File: src/rtl/i2s_tx_initiator.sv
// Multi-line I2S / left-justified transmitter: clock divider, bit/slot sequencer,
// one-entry sample buffer with underrun reporting and graceful stop at frame boundary.
module i2s_tx_initiator #(
    parameter int unsigned LINES    = 3,
    parameter int unsigned SAMPLE_W = 16,
    parameter int unsigned SLOT_W   = 32,
    parameter int unsigned CLK_DIV  = 4,
    parameter int unsigned MODE     = 0
) (
    input  logic                        clk,
    input  logic                        rst_n,
    input  logic                        enable,
    input  logic                        s_valid,
    output logic                        s_ready,
    input  logic [LINES*SAMPLE_W-1:0]   s_left,
    input  logic [LINES*SAMPLE_W-1:0]   s_right,
    output logic                        sck,
    output logic                        ws,
    output logic [LINES-1:0]            sd,
    output logic                        underrun,
    output logic                        busy
);

    localparam int unsigned DW = (CLK_DIV > 2) ? $clog2(CLK_DIV) : 1;
    localparam int unsigned KW = $clog2(2 * SLOT_W);
    localparam int unsigned FW = LINES * SAMPLE_W;

    localparam logic [DW-1:0] D_LAST = DW'(CLK_DIV - 1);
    localparam logic [DW-1:0] D_HALF = DW'(CLK_DIV / 2);
    localparam logic [KW-1:0] K_LAST = KW'(2 * SLOT_W - 1);
    localparam logic [KW-1:0] K_SLOT = KW'(SLOT_W);
    localparam logic [KW-1:0] K_SAMP = KW'(SAMPLE_W);

    typedef enum logic [1:0] {IDLE, RUN, DRAIN} state_t;

    state_t           state, state_nx;
    logic [DW-1:0]    dcnt, dcnt_nx;
    logic [KW-1:0]    kn, kn_nx;
    logic             sck_nx, ws_nx, underrun_nx, busy_nx, s_ready_nx;
    logic [LINES-1:0] sd_nx, line_bit;
    logic             buf_full, buf_full_nx;
    logic [FW-1:0]    buf_l, buf_r, buf_l_nx, buf_r_nx;
    logic [FW-1:0]    frm_l, frm_r, frm_l_nx, frm_r_nx;
    logic [FW-1:0]    src_l, src_r;
    logic [KW-1:0]    slot_j;
    logic             right_slot, pad, fall;

    // kn is the index of the bit emitted at the next fall event
    assign fall       = (state != IDLE) && (dcnt == D_LAST);
    assign right_slot = (kn >= K_SLOT);
    assign slot_j     = right_slot ? (kn - K_SLOT) : kn;
    assign pad        = (slot_j >= K_SAMP);
    // At kn == 0 the frame about to start uses the buffer (or silence on underrun)
    assign src_l      = (kn == '0) ? (buf_full ? buf_l : '0) : frm_l;
    assign src_r      = (kn == '0) ? (buf_full ? buf_r : '0) : frm_r;

    for (genvar g = 0; g < LINES; g++) begin : g_line
        logic [SAMPLE_W-1:0] word, shifted;
        assign word        = right_slot ? src_r[g*SAMPLE_W +: SAMPLE_W]
                                        : src_l[g*SAMPLE_W +: SAMPLE_W];
        assign shifted     = word << slot_j;
        assign line_bit[g] = ~pad & shifted[SAMPLE_W-1];
    end

    always_ff @(posedge clk) begin
        if (!rst_n) begin
            state    <= IDLE;
            dcnt     <= '0;
            kn       <= '0;
            sck      <= 1'b0;
            ws       <= 1'b0;
            sd       <= '0;
            underrun <= 1'b0;
            busy     <= 1'b0;
            s_ready  <= 1'b0;
            buf_full <= 1'b0;
            buf_l    <= '0;
            buf_r    <= '0;
            frm_l    <= '0;
            frm_r    <= '0;
        end else begin
            state    <= state_nx;
            dcnt     <= dcnt_nx;
            kn       <= kn_nx;
            sck      <= sck_nx;
            ws       <= ws_nx;
            sd       <= sd_nx;
            underrun <= underrun_nx;
            busy     <= busy_nx;
            s_ready  <= s_ready_nx;
            buf_full <= buf_full_nx;
            buf_l    <= buf_l_nx;
            buf_r    <= buf_r_nx;
            frm_l    <= frm_l_nx;
            frm_r    <= frm_r_nx;
        end
    end

    always_comb begin
        state_nx    = state;
        dcnt_nx     = '0;
        kn_nx       = kn;
        sck_nx      = 1'b0;
        ws_nx       = ws;
        sd_nx       = sd;
        underrun_nx = 1'b0;
        buf_full_nx = buf_full;
        buf_l_nx    = buf_l;
        buf_r_nx    = buf_r;
        frm_l_nx    = frm_l;
        frm_r_nx    = frm_r;

        case (state)
            IDLE:    if (enable) state_nx = RUN;
            RUN:     if (!enable) state_nx = DRAIN;
            DRAIN: begin
                if (enable)                 state_nx = RUN;
                else if (fall && kn == '0)  state_nx = IDLE;
            end
            default: state_nx = IDLE;
        endcase

        if (state == IDLE || state_nx == IDLE) begin
            kn_nx = '0;
            ws_nx = 1'b0;
            sd_nx = '0;
        end else begin
            dcnt_nx = fall ? '0 : dcnt + DW'(1);
            sck_nx  = (dcnt_nx >= D_HALF);
            if (fall) begin
                kn_nx = (kn == K_LAST) ? '0 : kn + KW'(1);
                ws_nx = (MODE != 0) ? right_slot : (kn_nx >= K_SLOT);
                sd_nx = line_bit;
                // Frame start: buffer moves into the frame registers
                if (kn == '0) begin
                    underrun_nx = ~buf_full;
                    frm_l_nx    = src_l;
                    frm_r_nx    = src_r;
                    buf_full_nx = 1'b0;
                end
            end
        end

        if (s_valid && s_ready) begin
            buf_l_nx    = s_left;
            buf_r_nx    = s_right;
            buf_full_nx = 1'b1;
        end

        s_ready_nx = ~buf_full_nx;
        busy_nx    = (state_nx != IDLE);
    end

endmodule

File: config.mk
export PLATFORM = sky130hd
export DESIGN_NAME = i2s_tx_initiator
export DESIGN_NICKNAME = d
export VERILOG_FILES = /design/src/rtl/i2s_tx_initiator.sv
export SDC_FILE = /design/constraint.sdc
export NUM_CORES = 1
export LEC_CHECK = 0
export BUFFER_PORTS_ARGS = -buffer_cell sky130_fd_sc_hd__buf_2
export CAP_MARGIN = 10
export CELL_PAD_IN_SITES_DETAIL_PLACEMENT = 0
export CELL_PAD_IN_SITES_GLOBAL_PLACEMENT = 1
export CORE_MARGIN = 5
export CORE_UTILIZATION = 43
export DETAILED_ROUTE_END_ITERATION = 6
export PLACE_DENSITY_LB_ADDON = 0.1
export SLEW_MARGIN = 20
export SYNTH_ARGS = -nofsm -noshare
export SYNTH_HDL_FRONTEND = slang
export SYNTH_SLANG_ARGS = --single-unit
File: constraint.sdc
create_clock -name clk -period 2.6 [get_ports clk]
set_input_delay 0.78 -clock clk [delete_from_list [all_inputs] [get_ports clk]]
set_output_delay 0.78 -clock clk [all_outputs]
set_load 0.05 [all_outputs]
==> results of run 1 <==
==> per-stage QoR <==
step	instance area [um^2]	total power, mW	util (%)	hold WS, ns	std cells
2_1_floorplan	9160	3.63	-	0.397	1126
3_3_place_gp	10000	3.80	47.6	0.427	1437
3_5_place_dp	10000	3.80	47.6	0.431	1437
4_1_cts	10700	6.97	51.1	0.441	1479
5_1_grt	10700	7.15	51.1	0.470	1479
6_report	10700	6.88	51.1	0.444	1479
==> path summary, 6_finish.rpt <==
kind / endpoint / slack (ns)
setup / recovery: ws / 0.13
setup reg to reg: sd[1] / 0.31
hold / removal: dcnt[0] / 0.44
hold reg to reg: dcnt[0] / 0.44
==> metal layers <==
| layer | track usage, % | routed length (um) | vias up |
|---|---|---|---|
| met5 | 0 | 13 | - |
| met4 | 5.67 | 655 | 2 |
| met1 | 27.9 | 11400 | 3568 |
| li1 | - | - | 3960 |
| met2 | 33.3 | 11800 | 173 |
| met3 | 3.36 | 1270 | 49 |
==> cell type report <==
type | instances | area, um^2 | area share, %
Clock buffer | 34 | 688 | 6.40
Timing Repair Buffer | 135 | 886 | 8.24
Tap cell | 275 | 344 | 3.20
Multi-Input combinational cell | 812 | 4560 | 42.4
Sequential cell | 209 | 4190 | 39.0
Clock inverter | 8 | 57.6 | 0.535
Inverter | 6 | 22.5 | 0.210
==> kinds of logic after synthesis <==
| family | after synthesis |
|---|---|
| adders and majority gates | 3 |
| AOI/OAI and AO/OA | 280 |
| muxes | 28 |
| DFF | 209 |
| buffers and inverters | 105 |
| and+or+nand+nor | 497 |
| xor gates and xnor gates | 4 |
==> worst max-delay path: cells and delay by family (launching register included) <==
kind | cells | cell delay (ns)
buffers and inverters | 3 | 0.64
DFF | 1 | 0.54
==> sequential cells by signal, indices dropped and copies added, names as in the netlist <==
| name | cells |
|---|---|
| buf_full | 1 |
| ws | 1 |
| underrun | 1 |
| busy | 1 |
| buf_l | 48 |
| dcnt | 1 |
| buf_r | 48 |
| kn | 5 |
| frm_l | 48 |
| frm_r | 48 |
| state | 2 |
| sck | 1 |
| s_ready | 1 |
| sd | 3 |
==> power breakdown <==
group | switching (mW) | internal (mW)
Sequential | 0.0673 | 3.28
Combinational | 0.206 | 0.168
Clock | 1.31 | 1.84
Total | 1.58 | 5.29
==> layout by cell type (no fill, tap or decap), types with 3 or more instances in the layout <==
| master | netlist | layout |
|---|---|---|
| o31ai_1 | 3 | 3 |
| a21oi_1 | 22 | 22 |
| o21ai_0 | 22 | 22 |
| nor3_1 | 8 | 8 |
| ha_1 | 3 | 3 |
| a211oi_1 | 7 | 7 |
| buf_2 | 17 | 106 |
| buf_12 | 0 | 11 |
| mux2_2 | 5 | 5 |
| clkinv_2 | 0 | 5 |
| and3_1 | 4 | 4 |
| dfxtp_1 | 209 | 207 |
| nand2b_1 | 6 | 6 |
| o32ai_1 | 3 | 3 |
| o211ai_1 | 3 | 3 |
| mux2i_1 | 19 | 19 |
| clkbuf_8 | 0 | 5 |
| or2_2 | 2 | 3 |
| clkbuf_1 | 74 | 5 |
| a21boi_1 | 46 | 46 |
| buf_4 | 1 | 18 |
| nor2_1 | 15 | 14 |
| a21boi_0 | 142 | 142 |
| a31oi_1 | 10 | 10 |
| clkbuf_16 | 0 | 24 |
| nor2b_1 | 3 | 3 |
| mux4_2 | 4 | 4 |
| and2_1 | 6 | 5 |
| nand2_1 | 326 | 325 |
| nand3_1 | 116 | 116 |
| inv_1 | 5 | 5 |
| o22ai_1 | 5 | 5 |
==> flow_summary.json, run 1 <==
{
  "yosysWarnings": 0,
  "core_area_mm2": 0.0210,
  "die_w_um": 156,
  "muxShareOfSynthArea_pct": 3.67,
  "grt_pass1_vias": 7474,
  "drc": 0,
  "worstHoldStart": "dcnt[0]",
  "syn-instance-count": 1126,
  "io_buffers": 107,
  "synth_top_area_cell": "dfxtp_1",
  "clk_latency_ns": 0.51,
  "synth.top_cells.by_count": "nand2_1, dfxtp_1, a21boi_0",
  "reg2reg_from": "kn[0]",
  "grt_pass1_wl_mm": 40.3,
  "avgSynthCellArea_um2": 8.14,
  "n_fill_cell": 2106,
  "syn_to_final_growth_pct": 17.3,
  "synthTopCellsByArea": "dfxtp_1, nand2_1, a21boi_0, nand3_1, a21boi_1",
  "clock_skew_ns": 0.00770,
  "maxSlewHeadroom_pct": 43.6,
  "synth-edff-count": 0,
  "first_pass_iters": 5,
  "clk_pin_slew_worst_paths_ns": 0.06,
  "die_y_um": 156,
  "antenna_cells": 0,
  "synthXorXnorAreaFrac_pct": 0.382,
  "grt_util_all_layers_pct": 20.4,
  "crit_fanout": 21,
  "start_util_pct": 43.6,
  "synth_compound_area_share_pct": 21.9,
  "numCtsBuffers": 24,
  "holdPathStages": 1,
  "synth.most_common_cell": "nand2_1",
  "critPathLaunchType": "register",
  "setup.worst_path.class": "reg2out",
  "period_share_pct": 94.8,
  "cts_buffer_depth": 3,
  "ctsHoldBuffers": 0,
  "routed_wl_mm": 25.2,
  "pwr_density_cell_mw_per_mm2": 640,
  "rr_worst_depth": 8,
  "finalHoldViolations": 0,
  "cts_resized": 0,
  "vias": 7752,
  "gp_congestion": 0.919,
  "maxSlewViolCount": 0,
  "rows": 53,
  "fin_ws_ns": 0.135,
  "worst_pin_slew_ns": 0.846,
  "grt_antenna_before_repair": 1,
  "hp-class": "reg2reg",
  "fmax_mhz": 406,
  "path_cells": "buf_12 -> buf_4 -> buf_2",
  "cts_tree": "yes",
  "synth_adder_area_share_pct": 0.410,
  "hpwl_mm": 17.0,
  "io_pins": 108,
  "fin_nets": 1291,
  "p_leak_nw": 3.72,
  "maxCapViolations": 0,
  "rsz0062_at_grt": "no",
  "synth_cell_types": 54,
  "status": "finished, final reports clean",
  "setup_violations": 0,
  "synth_top_family_by_area": "simple AND/OR/NAND/NOR gates",
  "min_period_ns": 2.47,
  "grt_start_max_net_pins": 197,
  "grt-ovfl-total": 0,
  "syn_nets": 1229,
  "dp_slack_ns": 0.299,
  "ys_seq_elements": 209,
  "synth-main-ff-cell": "dfxtp_1",
  "postRouteAntennaNets": 0,
  "drt_iter0_drc": 529,
  "arrival_ns": 1.69,
  "cp.required_ns": 1.82,
  "seq_area_frac_synth_pct": 45.7,
  "post_cts_buffers": 0,
  "cts_root_buffer": "clkbuf_16",
  "cp_slowest_stage_delay_ns": 0.54,
  "drive_gt1_share_pct": 16.2,
  "async_reset_ff_share_pct": 0,
  "synth_top_area_share_pct": 45.7,
  "viasPerCell": 5.24,
  "die_area_mm2": 0.0243,
  "worst_ir_drop_vdd_uv": 397,
  "cts_sinks": 209,
  "cts_max_level": 1,
  "wire_per_inst_um": 17.0,
  "worst_path_max_delay_cell": "dfxtp_1",
  "startpoint": "ws",
  "synth_simple_gate_area_share_pct": 23.3,
  "setup_tns_ns": 0,
  "synth_area_mm2": 0.00916,
  "cp-end-kind": "output port"
}
Note: power is estimated with default switching activity, not from simulation.
==> run 2, diff against run 1 <==
--- a/config.mk
+++ b/config.mk
@@ -13,6 +13,7 @@
 export CORE_UTILIZATION = 43
 export DETAILED_ROUTE_END_ITERATION = 6
 export PLACE_DENSITY_LB_ADDON = 0.1
+export RECOVER_POWER = 100
 export SLEW_MARGIN = 20
 export SYNTH_ARGS = -nofsm -noshare
 export SYNTH_HDL_FRONTEND = slang
==> flow_summary.json, run 2 (same netlist as run 1, synthesis figures left out) <==
{
  "status": "complete, but fails checks",
  "violations": "max-capacitance violations, max-slew violations",
  "ctsHoldBuffers": 0,
  "arrival_ns": 1.69,
  "routed_wl_mm": 25.1,
  "maxCapViolations": 1,
  "drc": 0,
  "p_total_mw": 6.88,
  "worst_pin_slew_ns": 1.80,
  "critPathLaunchType": "register",
  "fin_ws_ns": 0.131,
  "p_comb_share_pct": 5.4,
  "drive_gt1_share_pct": 15.4,
  "io_buffers": 107,
  "reg2reg_to": "s_ready",
  "intPower_mw": 5.29,
  "hp-class": "reg2reg",
  "grt_start_max_net_pins": 197,
  "placed_cells": 1437,
  "cts_resized": 0,
  "power_switching_mw": 1.59,
  "period_share_pct": 94.9,
  "setup_tns_ns": 0,
  "maxSlewHeadroom_pct": -20.2,
  "die_w_um": 156,
  "grt_pass1_wl_mm": 40.3,
  "cts_tree": "yes",
  "drt_iter0_drc": 466,
  "layout_commonest_cell": "nand2_1",
  "fin_util_pct": 50.9,
  "whs_ns": 0.441,
  "rr_worst_depth": 8,
  "start_util_pct": 43.6,
  "maxSlewViolCount": 197,
  "worstHoldStart": "dcnt[0]",
  "hpwl_mm": 17.0,
  "grt_antenna_before_repair": 1,
  "rows": 53,
  "design_area_mm2": 0.0107,
  "grt-ovfl-total": 0,
  "numCtsBuffers": 24,
  "cts_max_level": 1,
  "cts_sinks": 209,
  "clock_skew_ns": 0.00801,
  "cts_root_buffer": "clkbuf_16",
  "power_frac_clock_pct": 45.9,
  "grt_util_all_layers_pct": 20.4,
  "dpl_cell_area_mm2": 0.0100,
  "antenna_cells": 0,
  "setup_violations": 0,
  "first_pass_iters": 4,
  "syn_to_final_growth_pct": 16.9,
  "wire_per_inst_um": 17.0,
  "instances_no_fill": 1479,
  "dp_slack_ns": 0.299,
  "viasPerCell": 5.20,
  "vias": 7691,
  "die_area_mm2": 0.0243,
  "reg2reg_from": "kn[0]",
  "setup.worst_path.class": "reg2out",
  "worst_ir_drop_vdd_uv": 396,
  "finalHoldViolations": 0,
  "io_pins": 108,
  "hold_end": "dcnt[0]",
  "switching_share_pct": 23.1,
  "holdPathStages": 1,
  "p_leak_nw": 3.65,
  "fmax_mhz": 405,
  "cp-end-kind": "output port",
  "grt_pass1_vias": 7474,
  "rsz0062_at_grt": "no",
  "share_seq_of_total_power_pct": 48.7,
  "fin_nets": 1291,
  "reg2reg_slack_ns": 0.27,
  "n_fill_cell": 2118,
  "gp_congestion": 0.919,
  "die_y_um": 156,
  "min_period_ns": 2.47,
  "cp.required_ns": 1.82,
  "postRouteAntennaNets": 0,
  "post_cts_buffers": 0,
  "core_area_mm2": 0.0210,
  "pwr_density_cell_mw_per_mm2": 643,
  "cts_buffer_depth": 3,
  "crit_fanout": 21,
  "clk_pin_slew_worst_paths_ns": 0.06,
  "layout_common_cells": "nand2_1, dfxtp_1, a21boi_0",
  "clk_latency_ns": 0.51
}
-- run 2: cell count changes in the layout (fill, tap and decap cells not counted), sizes merged --
cell | previous run | this run
clkbuf | 34 | 44
buf | 135 | 125
-- run 2: per-layer routing --
| metal | vias up | GRT usage [%] | routed length (um) | part of all wire, % |
|---|---|---|---|---|
| li1 | 3952 | - | - | - |
| met1 | 3554 | 27.9 | 11400 | 45 |
| met2 | 133 | 33.3 | 11800 | 47 |
| met3 | 50 | 3.36 | 1220 | 4.8 |
| met4 | 2 | 5.67 | 674 | 2.7 |
| met5 | - | 0 | 13 | 0.052 |
-- run 2: worst max-delay path by stage --
stage	start	end	cells after the start
after floorplan	kn[0]	sd[2]	11
after global placement	kn[0]	sd[1]	8
after detailed placement	kn[0]	sd[1]	8
after CTS	ws	ws	3
after global routing	ws	ws	3
final	ws	ws	3
-- run 2: layout make-up --
| type | instances | area, um^2 | area share, % |
|---|---|---|---|
| Clock buffer | 34 | 688 | 6.43 |
| Clock inverter | 8 | 57.6 | 0.538 |
| Inverter | 6 | 22.5 | 0.210 |
| Multi-Input combinational cell | 812 | 4560 | 42.6 |
| Sequential cell | 209 | 4190 | 39.1 |
| Tap cell | 275 | 344 | 3.21 |
| Timing Repair Buffer | 135 | 848 | 7.92 |
-- run 2: power by group through the flow --
stage                     sequential (mW)  clock [mW]  combinational [mW]
after floorplan                      3.39           0               0.239
after global placement               3.42           0               0.378
after detailed placement             3.42           0               0.381
after CTS                            3.35        3.24               0.382
after global routing                 3.36        3.37               0.426
final                                3.35        3.16               0.373
-- run 2: worst max-delay path, cell delays in order, from the launching register on --
cell and delay, ns:
dfxtp_1 0.53, buf_12 0.21, buf_4 0.16, clkbuf_2 0.28
